$ cat config.mk
export PLATFORM = sky130hd
export DESIGN_NAME = multicycle_control_fsm
export DESIGN_NICKNAME = d
export VERILOG_FILES = /design/src/rtl/multicycle_control_fsm.sv
export SDC_FILE = /design/constraint.sdc
export NUM_CORES = 1
export LEC_CHECK = 0
export ABC_CLOCK_PERIOD_IN_PS = 4780
export CORE_MARGIN = 10
export CORE_UTILIZATION = 42
export DETAILED_ROUTE_END_ITERATION = 12
export GPL_TIMING_DRIVEN = 1
export PLACE_DENSITY = 0.83
export SLEW_MARGIN = 20
export SYNTH_ARGS = -nofsm -noshare
export SYNTH_HDL_FRONTEND = slang
export SYNTH_SLANG_ARGS = --single-unit
$ cat constraint.sdc
create_clock -name clk -period 4.78 [get_ports clk]
set_clock_uncertainty 0.05 [all_clocks]
set_input_delay 1.434 -clock clk [delete_from_list [all_inputs] [get_ports clk]]
set_output_delay 1.434 -clock clk [all_outputs]
set_load 0.01 [all_outputs]
$ cat src/rtl/multicycle_control_fsm.sv
// rtl/multicycle_control_fsm.sv - multicycle processor control unit (fetch/decode/execute/memory/writeback)
module multicycle_control_fsm #(
    parameter logic [3:0] OP_ALU  = 4'h0,
    parameter logic [3:0] OP_ADDI = 4'h1,
    parameter logic [3:0] OP_LW   = 4'h2,
    parameter logic [3:0] OP_SW   = 4'h3,
    parameter logic [3:0] OP_BEQ  = 4'h4,
    parameter logic [3:0] OP_J    = 4'h5,
    parameter logic [3:0] OP_HALT = 4'hF
) (
    input  logic       clk,
    input  logic       rst_n,
    input  logic [3:0] opcode,
    input  logic       mem_ready,
    output logic       pc_write,
    output logic       jump,
    output logic       jump_cond,
    output logic [1:0] pc_src,
    output logic       ir_write,
    output logic       i_or_d,
    output logic       mem_read,
    output logic       mem_write,
    output logic       reg_write,
    output logic       mem_to_reg,
    output logic       alu_src_a,
    output logic [1:0] alu_src_b,
    output logic [1:0] alu_op,
    output logic       halted,
    output logic       illegal_op,
    output logic [3:0] state
);

    localparam logic [3:0] S_IDLE   = 4'd0;
    localparam logic [3:0] S_FETCH  = 4'd1;
    localparam logic [3:0] S_DECODE = 4'd2;
    localparam logic [3:0] S_EXEC_R = 4'd3;
    localparam logic [3:0] S_EXEC_I = 4'd4;
    localparam logic [3:0] S_WB_ALU = 4'd5;
    localparam logic [3:0] S_ADDR   = 4'd6;
    localparam logic [3:0] S_MEM_RD = 4'd7;
    localparam logic [3:0] S_WB_MEM = 4'd8;
    localparam logic [3:0] S_MEM_WR = 4'd9;
    localparam logic [3:0] S_BRANCH = 4'd10;
    localparam logic [3:0] S_JUMP   = 4'd11;
    localparam logic [3:0] S_HALT   = 4'd12;

    logic [3:0] state_q;
    logic [3:0] state_d;
    logic       illegal_q;
    logic       decode_illegal;

    assign state      = state_q;
    assign illegal_op = illegal_q;

    // State register plus the sticky illegal-opcode flag, both cleared only by reset
    always_ff @(posedge clk or negedge rst_n) begin
        if (!rst_n) begin
            state_q   <= S_IDLE;
            illegal_q <= 1'b0;
        end else begin
            state_q <= state_d;
            if (decode_illegal) begin
                illegal_q <= 1'b1;
            end
        end
    end

    // Next-state selection; undefined opcodes fall back to the next fetch
    always_comb begin
        state_d        = S_IDLE;
        decode_illegal = 1'b0;
        case (state_q)
            S_IDLE:   state_d = S_FETCH;
            S_FETCH:  state_d = mem_ready ? S_DECODE : S_FETCH;
            S_DECODE: begin
                case (opcode)
                    OP_ALU:       state_d = S_EXEC_R;
                    OP_ADDI:      state_d = S_EXEC_I;
                    OP_LW, OP_SW: state_d = S_ADDR;
                    OP_BEQ:       state_d = S_BRANCH;
                    OP_J:         state_d = S_JUMP;
                    OP_HALT:      state_d = S_HALT;
                    default: begin
                        state_d        = S_FETCH;
                        decode_illegal = 1'b1;
                    end
                endcase
            end
            S_EXEC_R: state_d = S_WB_ALU;
            S_EXEC_I: state_d = S_WB_ALU;
            S_WB_ALU: state_d = S_FETCH;
            S_ADDR:   state_d = (opcode == OP_SW) ? S_MEM_WR : S_MEM_RD;
            S_MEM_RD: state_d = mem_ready ? S_WB_MEM : S_MEM_RD;
            S_WB_MEM: state_d = S_FETCH;
            S_MEM_WR: state_d = mem_ready ? S_FETCH : S_MEM_WR;
            S_BRANCH: state_d = S_FETCH;
            S_JUMP:   state_d = S_FETCH;
            S_HALT:   state_d = S_HALT;
            default:  state_d = S_IDLE;
        endcase
    end

    // Moore output decode; only the FETCH PC/IR write strobes follow mem_ready
    always_comb begin
        pc_write   = 1'b0;
        jump       = 1'b0;
        jump_cond  = 1'b0;
        pc_src     = 2'b00;
        ir_write   = 1'b0;
        i_or_d     = 1'b0;
        mem_read   = 1'b0;
        mem_write  = 1'b0;
        reg_write  = 1'b0;
        mem_to_reg = 1'b0;
        alu_src_a  = 1'b0;
        alu_src_b  = 2'b00;
        alu_op     = 2'b00;
        halted     = 1'b0;
        case (state_q)
            S_FETCH: begin
                mem_read  = 1'b1;
                alu_src_b = 2'b01;
                pc_write  = mem_ready;
                ir_write  = mem_ready;
            end
            S_DECODE: alu_src_b = 2'b11;
            S_EXEC_R: begin
                alu_src_a = 1'b1;
                alu_op    = 2'b10;
            end
            S_EXEC_I, S_ADDR: begin
                alu_src_a = 1'b1;
                alu_src_b = 2'b10;
            end
            S_WB_ALU: reg_write = 1'b1;
            S_MEM_RD: begin
                mem_read = 1'b1;
                i_or_d   = 1'b1;
            end
            S_WB_MEM: begin
                reg_write  = 1'b1;
                mem_to_reg = 1'b1;
            end
            S_MEM_WR: begin
                mem_write = 1'b1;
                i_or_d    = 1'b1;
            end
            S_BRANCH: begin
                alu_src_a = 1'b1;
                alu_op    = 2'b01;
                jump      = 1'b1;
                jump_cond = 1'b1;
                pc_src    = 2'b01;
            end
            S_JUMP: begin
                jump   = 1'b1;
                pc_src = 2'b10;
            end
            S_HALT:  halted = 1'b1;
            default: ;
        endcase
    end

endmodule

==> qor.csv, run 1 <==
stage,metric,value,unit
status,run_status,"complete, no violations",
setup_path,critical_path_cell_by_cell,clkdlybuf4s50_1 > nand2_1 > nor4_1 > clkdlybuf4s50_1,
drt,detailedRoute.firstIterationViolations,7,
sta,timing_max_transition_violations_final,0,
yosys,synth_seq_cells,5,
sta,setup_total_negative_slack,0,ps
yosys,syn-instance-count,77,
setup_path,timing.critical_path.arrival,3070,ps
yosys,netlist-cell-type-count,39,
setup_path,setup.worst_path.end_class,primary output,
power,power_density,500.6,mW/mm²
drt,route.vias.total,647,
global_routing,grt_antenna_before_repair,0,
setup_path,crit_required,3300,ps
drt,route.antenna.remaining_nets,0,
sta,finalSetupViolations,0,
clocking,cts_repair_resize_count,0,
power,p_leak,0.3294,nW
sta,rsz0062_at_grt,no,
setup_path,library_cell_contributing_the_largest_single_delay_on_the_critical_path,sky130_fd_sc_hd__clkdlybuf4s50_1,
placed_design,place_hpwl,1344,µm
setup_path,delay_of_the_slowest_cell_on_the_worst_path,640,ps
sta,period_minus_slack,4550,ps
clocking,later_pin_clock_latency_in_the_skew_report,250,ps
cells_and_area,drive_above_1_share,9.091,%
cells_and_area,final_cell_area,859.6,µm²
drt,first_pass_iters,2,
clocking,cts_inserted_buffers,3,
drt,vias_per_cell,5.675,
job,timing.max_cap.violations,0,
setup_path,worst_setup_path_start_kind,primary input,
yosys,yosys_warn_count,0,
clocking,htreeDepth,1,
global_routing,grt-ovfl-total,0,
clocking,cts_hold_buf,0,
global_routing,grt_max_degree,22,
setup_path,path_max_fanout,6,
cells_and_area,final_nets,107,
power,vdd_drop_max,0.2849,mV
clocking,clk_root_buffer_cell,sky130_fd_sc_hd__clkbuf_4,
floorplanning,core_area,0.001318,mm²
clocking,cts_tree,built,
drt,route.detailed.drc,0,
yosys,synth.cell_area,596.8,µm²
yosys,ys_seq_area_share,20.96,%
sta,timing.final.crit_share,95.19,%
cells_and_area,synth_to_layout_area_growth,44.03,%
worst_hold_path,hold_class,reg -> reg,
setup_path,worst-setup-path-type,in -> out,
sta,slew-limit-headroom,59.96,%
drt,post_drt_wl_per_cell,15.00,µm
cells_and_area,fillCellCount,117,
floorplanning,die_h,57.70,µm
sta,final_hold_viol_count,0,
clocking,cts.sink_count,5,
floorplanning,initial_utilization,45.30,%
cells_and_area,n_antenna_cell,0,
cells_and_area,sequential_cell_area,125.1,µm²
placed_design,placedInstanceArea,833.3,µm²
global_routing,grt_usage,11.06,%
sta,max_slew.worst_pin.slew,600.7,ps
floorplanning,placementRows,13,
placed_design,port_buffers,28,
floorplanning,die_w,57.70,µm
floorplanning,design.die.area,0.003329,mm²
floorplanning,num_io_pins,29,
yosys,mappedNetlistNets,84,
placed_design,gp_routability_congestion,0.8279,
yosys,syn_area_per_cell,7.751,µm²
setup_path,crit_path_frequent_cell,sky130_fd_sc_hd__clkdlybuf4s50_1,
cells_and_area,area_of_the_multi_input_gates,397.9,µm²
global_routing,vias_in_the_first_global_route,612,
sta,max_clock_freq,219.8,MHz
clocking,post-cts-setup-buffers,0,
clocking,clk_pin_slew_worst_paths,40,ps
clocking,cts_max_path_buffers,2,
global_routing,grt_pass1_wl,3042,µm
drt,totalWireLength,1710,µm
## routing by layer
layer | GRT usage (%) | up-vias | part of all wire (%)
li1 | - | 325 | -
met1 | 12.39 | 296 | 39
met2 | 17.79 | 21 | 51
met3 | 3.268 | 5 | 7.8
met4 | 7.047 | 0 | 2.5
met5 | 0 | - | 0
## cells in the final DEF (no fill, tap or decap), drive strengths merged, types with 3 or more instances in the layout
cell,synthesis,routed
and3,3,3
dfrtp,5,5
clkdlybuf4s50,0,28
a31oi,3,3
nor3b,3,3
nor3,3,3
a21oi,5,5
nor2b,4,4
nor2,5,5
clkbuf,0,4
nand2,7,7
nor4b,3,3
## kinds of logic after synthesis
family | Yosys count | synth area share (%)
XOR/XNOR | 2 | 2.936
flip-flops | 5 | 20.96
buffers and inverters | 13 | 12.37
AND/OR/NAND/NOR | 38 | 40.46
AO/OA/AOI/OAI | 19 | 23.27
## synthesized netlist by cell type, drive strengths merged
cell     n  share of area, %
a211o    1               1.5
a21o     2               2.5
a21oi    5               4.2
a221oi   1               2.5
a31oi    3               3.1
and2     1               1.0
and2b    1               1.3
and3     3               3.1
and4     1               1.9
buf     10                10
clkinv   1              0.63
dfrtp    5                21
inv      2               1.3
nand2    7               4.4
nand2b   1               1.0
nand3b   1               1.3
nor2     5               3.1
nor2b    4               4.2
nor3     3               2.5
nor3b    3               4.6
nor4     2               2.1
nor4b    3               5.5
o211ai   2               2.5
o21bai   1               1.3
o221ai   1               1.5
o311ai   2               2.9
o31ai    1               1.3
or3      1               1.0
or3b     1               1.5
or4      1               1.9
xnor2    1               1.5
xor2     1               1.5
## through the flow
stage               power (mW)  utilization (%)  setup slack, ps  hold slack, ps  instances
floorplan               0.2530                -             1162           443.2         77
global placement        0.3778            63.25            377.5           396.8        110
detailed placement      0.3831            63.25            225.9           401.1        110
CTS                     0.4368            65.24            232.8           411.1        114
global route            0.4701            65.24            137.1           431.3        114
finish                  0.4303            65.24            230.1           405.1        114
## path summary, 6_finish.rpt
kind	from	to	slack [ps]	cells after the start
worst min-delay path	illegal_op	illegal_op	410	1
min in group asynchronous	rst_n	state[1]	1340	1
max in group asynchronous	rst_n	state[3]	3160	1
worst max register to register	state[1]	state[1]	2990	3
worst min register to register	illegal_op	illegal_op	410	1
worst max-delay path	mem_ready	ir_write	230	4
## final cells by class
cell class,count,area share (%)
clock buffers,4,3.057
flip-flops and latches,5,14.56
multi-input cells,59,46.29
repair buffers,28,32.61
well taps,15,2.183
inverters,3,1.310
## worst max-delay path, delay by kind of cell
family	cells	cell delay [ps]
buffers and inverters	2	1190
AND/OR/NAND/NOR	2	430
## sequential cells by signal, summed over array words and instances, names as in the netlist
register,flops
state,4
illegal_op,1
## power by group
part | leakage [nW] | switching [mW] | internal [mW]
logic | 0.254 | 0.112 | 0.153
registers | 0.0604 | 0.0559 | 0.0574
clock network | 0.0150 | 0.0200 | 0.0317
(Power assumes the default switching activity.)
==> run 2: changes to the inputs <==
- GPL_TIMING_DRIVEN: 1 -> 0
==> run 2 against run 1 <==
Effect of this change: first-iteration DRC count is 110% higher; largest power group unchanged; largest cell class unchanged; combinational power is 26% higher; fmax is 0.38% lower; cell count is 7.9% higher.
==> qor.csv, run 2 (synthesis results as in run 1) <==
stage,metric,value,unit
sta,final_hold_viol_count,0,
clocking,cts_max_path_buffers,2,
power,intPower,258.0,µW
sta,period_minus_slack,4567,ps
setup_path,timing.critical_path.arrival,3080,ps
sta,worst_hold_slack,406.9,ps
clocking,later_pin_clock_latency_in_the_skew_report,250,ps
drt,routed-wl-met3,159,µm
floorplanning,initial_utilization,45.30,%
drt,route.antenna.remaining_nets,0,
power,share_seq_of_total_power,15.8,%
setup_path,crit_required,3300,ps
floorplanning,num_io_pins,29,
sta,rsz0062_at_grt,no,
drt,maxUsedRoutingLayer,met4,
clocking,cts_tree,built,
cells_and_area,synth_to_layout_area_growth,53.04,%
cells_and_area,final_nets,116,
floorplanning,placementRows,13,
status,run_status,"complete, no violations",
sta,slew-limit-headroom,67.28,%
sta,setup_total_negative_slack,0,ps
power,p_leak,0.3744,nW
global_routing,grt_usage,11.52,%
clocking,htreeDepth,1,
power,combinationalPowerShare,73.0,%
setup_path,path_max_fanout,6,
power,total_power,456.7,µW
global_routing,grt_pass1_wl,3139,µm
clocking,cts_hold_buf,0,
drt,route.vias.total,709,
global_routing,grt_max_degree,11,
worst_hold_path,hold_class,reg -> reg,
drt,vias_per_cell,5.764,
cells_and_area,sequential_cell_area,125.1,µm²
clocking,clk_pin_slew_worst_paths,50,ps
drt,route.detailed.drc,0,
power,p_sw,198.7,µW
power,sw_frac_of_total,43.51,%
drt,post_drt_wl_per_cell,15.54,µm
global_routing,grt_antenna_before_repair,0,
drt,wl_met1,732,µm
cells_and_area,area_of_the_multi_input_gates,397.9,µm²
drt,first_pass_iters,4,
placed_design,place_hpwl,1531,µm
clocking,clk_root_buffer_cell,sky130_fd_sc_hd__clkbuf_4,
clocking,cts_inserted_buffers,3,
floorplanning,design.die.area,0.003329,mm²
setup_path,worst_setup_path_start_kind,primary input,
sta,finalSetupViolations,0,
clocking,cts.sink_count,5,
sta,timing_max_transition_violations_final,0,
floorplanning,die_w,57.70,µm
cells_and_area,n_antenna_cell,0,
global_routing,vias_in_the_first_global_route,657,
cells_and_area,drive_above_1_share,17.59,%
sta,max_slew.worst_pin.slew,489.6,ps
placed_design,port_buffers,27,
sta,final_critical_path_setup_slack,212.7,ps
power,power_frac_clock,11.3,%
sta,max_clock_freq,218.9,MHz
sta,timing.final.crit_share,95.55,%
cells_and_area,final_cell_area,913.4,µm²
global_routing,grt-ovfl-total,0,
power,power_density,500.0,mW/mm²
placed_design,gp_routability_congestion,0.8003,
drt,detailedRoute.firstIterationViolations,15,
clocking,post-cts-setup-buffers,0,
placed_design,preCtsSetupSlack,256.8,ps
drt,wl_met2,989,µm
cells_and_area,largest_register_ff_count,4,
job,timing.max_cap.violations,0,
cells_and_area,final_cell_mix,"sky130_fd_sc_hd__clkdlybuf4s50_1 (27), sky130_fd_sc_hd__nand2_1 (7)",
floorplanning,core_area,0.001318,mm²
cells_and_area,fillCellCount,116,
power,vdd_drop_max,0.3201,mV
setup_path,worst-setup-path-type,in -> out,
setup_path,setup.worst_path.end_class,primary output,
placed_design,placedInstanceArea,885.9,µm²
floorplanning,die_h,57.70,µm
clocking,cts_repair_resize_count,0,
drt,totalWireLength,1912,µm
cells_and_area,layout_commonest_cell,sky130_fd_sc_hd__clkdlybuf4s50_1,
run 2: cell count changes in the layout (fill, tap and decap cells not counted), sizes merged:
cell / change
clkbuf: -1
buf: +10
clkinv: +1
clkdlybuf4s50: -1
run 2: path summary, 6_finish.rpt:
check / slack, ps / cells past startpoint / startpoint / to
max: 210 / 5 / mem_ready / pc_write
min: 410 / 1 / illegal_op / illegal_op
max reg2reg: 3210 / 4 / state[1] / state[1]
min reg2reg: 410 / 1 / illegal_op / illegal_op
max in group asynchronous: 3120 / 1 / rst_n / state[2]
min in group asynchronous: 1360 / 1 / rst_n / state[0]
run 2: layout make-up:
class / count / area share [%]
multi-input cells: 59 / 43.56
repair buffers: 27 / 29.59
flip-flops and latches: 5 / 13.70
plain buffers: 10 / 6.849
clock buffers: 3 / 2.466
well taps: 15 / 2.055
inverters: 3 / 1.233
clock inverters: 1 / 0.5479
run 2: critical path, cell delays in order:
cell,delay (ps)
sky130_fd_sc_hd__clkdlybuf4s50_1,570
sky130_fd_sc_hd__nand2_1,110
sky130_fd_sc_hd__nor4_1,270
sky130_fd_sc_hd__buf_4,170
sky130_fd_sc_hd__clkdlybuf4s50_1,530
run 2: per-stage QoR:
step                util, %  cells
finish                69.33    123
global route          69.33    123
CTS                   69.33    123
detailed placement    67.24    119
global placement      67.24    119
floorplan                 -     77
run 2: power by group through the flow:
stage | logic (mW) | registers [mW] | clock network (mW)
final | 0.333 | 0.0719 | 0.0516
after detailed placement | 0.334 | 0.0725 | 0
after CTS | 0.336 | 0.0718 | 0.0523
after floorplan | 0.176 | 0.0772 | 0
after global placement | 0.328 | 0.0705 | 0
after global routing | 0.364 | 0.0747 | 0.0567
run 2: routing by layer:
metal | vias up | global-route usage [%]
met2 | 37 | 20.86
met3 | 4 | 4.793
met4 | 0 | 5.034
met5 | - | 0
met1 | 322 | 11.11
li1 | 346 | -
==> RTL change (flow settings as in run 2) <==
Reset style: synchronous (`rst_n`), changed in one clocked block.
--- a/src/rtl/multicycle_control_fsm.sv
+++ b/src/rtl/multicycle_control_fsm.sv
@@ -55,3 +55,3 @@
     // State register plus the sticky illegal-opcode flag, both cleared only by reset
-    always_ff @(posedge clk or negedge rst_n) begin
+    always_ff @(posedge clk) begin
         if (!rst_n) begin
Check against the original RTL: differs if rst_n is asserted again (counterexample within 4 cycles, from zero or initial values and one cycle with rst_n low); with rst_n held inactive, the same outputs for 10 cycles.
==> RTL change against run 2 <==
Design area is 2.3% lower. Synthesized area down 5.0%. Sequential cell count is the same. Routed wire length increased by 0.31%. Die area decreased by 3.3%. Synthesized cell count is 6.5% higher. Worst setup slack better by 220 ps. Critical path type unchanged.
Power is not compared: it rests on default switching activity, and its combinational part moved more than twofold at a synthesized area within 25%.
==> RTL change: results (changes against run 2) <==
GRT
  • Vias in the first global route: 708 (+7.8%)
  • Total GRT Usage: 11.9% (+0.39 points)
  • First-pass GRT wire length: 3140 um (unchanged)

Placement
  • Hpwl dp: 1530 um (-0.20%)
  • GPL Wtd Cong: 0.935 (+17%)
  • I/O Buffers: 28 (+3.7%)

Layout
  • Number of non-clock inverters in the layout: 1 (-2)
  • Sequential cells: 5 (unchanged)
  • Clock-cell share of area: 2.95% (-0.068 points)
  • # clk buffers: 4 (+1)
  • Non-clk buf share: 37.4% (+1.0 points)
  • Register area: 100 um^2 (-20%)
  • Max FFs per register: 4 (unchanged)
  • Non-clock buffer count: 37 (unchanged)
  • Fraction of area in multi-input gates: 45.9% (+2.3 points)
  • Multi-input combinational gate total: 67 (+14%)
  • Layout cells sized above 1: 10.5% (-7.1 points)
  • Final nets: 122 (+5.2%)
  • Fill count: 119 (+2.6%)

Drt
  • Drt via density: 5.67 (-1.6%)
  • WL/cell: 14.9 um (-4.4%)
  • DRT iter0 DRCs: 34 (+19)

Synth
  • Post-synth top cells: nor2_1 (10), nor3_1 (7)
  • Ranking of synthesized cells by area: dfxtp_1 (18%), nor2_1 (6.6%), nor3_1 (6.2%)
  • Seq/Total Area, Yosys: 17.7% (-3.3 points)
  • Post-synth cell types: 35 (-10%)
  • Async SR Flop Fraction: 0% (-100 points)
  • Mapped Nets: 89 (+6.0%)
  • XOR/XNOR Fraction of Synth Area: 1.55% (-1.4 points)
  • Multiplexer area fraction after synthesis: 1.77% (+1.8 points)
  • Compound-Gate Fraction of Synth Area: 26.5% (+3.2 points)

Clock tree
  • H-Tree Depth: 1 (unchanged)
  • Max clock buf depth: 2 (unchanged)
  • Num CTS Buffers: 3 (unchanged)
  • CTS resizes: 0 (unchanged)
  • Root buffer cell: clkbuf_4

Worst setup path
  • Max incr delay on CP: 590 ps (+20 ps)
  • CP max FO: 6 (unchanged)
  • Worst path slowest cell: clkdlybuf4s50_1
  • Worst path arrival time: 2870 ps (-210 ps)
  • Top Family by Delay on Critical Path: buffers and inverters

STA
  • Slew HR: 70.1% (+2.8 points)

Outcome
  • Status: finished, final reports clean

Power and ir drop
  • VDD IR-drop max: 0.177 mV
RTL change: changes by cell type in the layout (fill, tap and decap cells not counted), sizes merged, moves of 3 or more:
cell    delta
nor2       +5
clkbuf     +5
o21ai      +5
nand2b     +4
nor4b      -3
nor3       +4
dfxtp      +5
dfrtp      -5
buf        -5
RTL change: per-layer routing:
layer | vias up | share of wire [%] | track usage (%)
met5 | - | 0 | 0
met4 | 0 | 2.9 | 7.38
met3 | 5 | 7.5 | 4.49
met2 | 35 | 52 | 20.4
met1 | 330 | 38 | 11.8
li1 | 362 | - | -
RTL change: worst paths after layout:
kind                                  from    endpoint  slack (ps)  depth (start not counted)
worst max-delay path             mem_ready    pc_write         430                          4
worst max register to register    state[0]    state[1]        3110                          5
worst min register to register  illegal_op  illegal_op         420                          1
worst min-delay path            illegal_op  illegal_op         420                          1
RTL change: per-stage QoR:
| step | area (um^2) | hold slack, ps | setup WS (ps) | cells | util [%] |
|---|---|---|---|---|---|
| floorplan | 567 | 459 | 1530 | 82 | - |
| global route | 892 | 454 | 378 | 129 | 69.4 |
| CTS | 892 | 421 | 433 | 129 | 69.4 |
| detailed placement | 866 | 415 | 433 | 125 | 67.4 |
| finish | 892 | 416 | 431 | 129 | 69.4 |
| global placement | 866 | 395 | 448 | 125 | 67.4 |
RTL change: cell families after synthesis:
group / count (synthesis)
compound gates: 23
xor+xnor: 1
buf+inv: 10
flops: 5
mux: 1
simple gates: 42
RTL change: power groups by stage:
| stage | sequential (mW) | combinational [mW] | clock, mW |
|---|---|---|---|
| detailed placement | 0.0470 | 0.0654 | 0 |
| global placement | 0.0469 | 0.0641 | 0 |
| floorplan | 0.0479 | 0.0334 | 0 |
| finish | 0.0462 | 0.0658 | 0.0522 |
| CTS | 0.0462 | 0.0657 | 0.0542 |
| global route | 0.0466 | 0.0712 | 0.0557 |
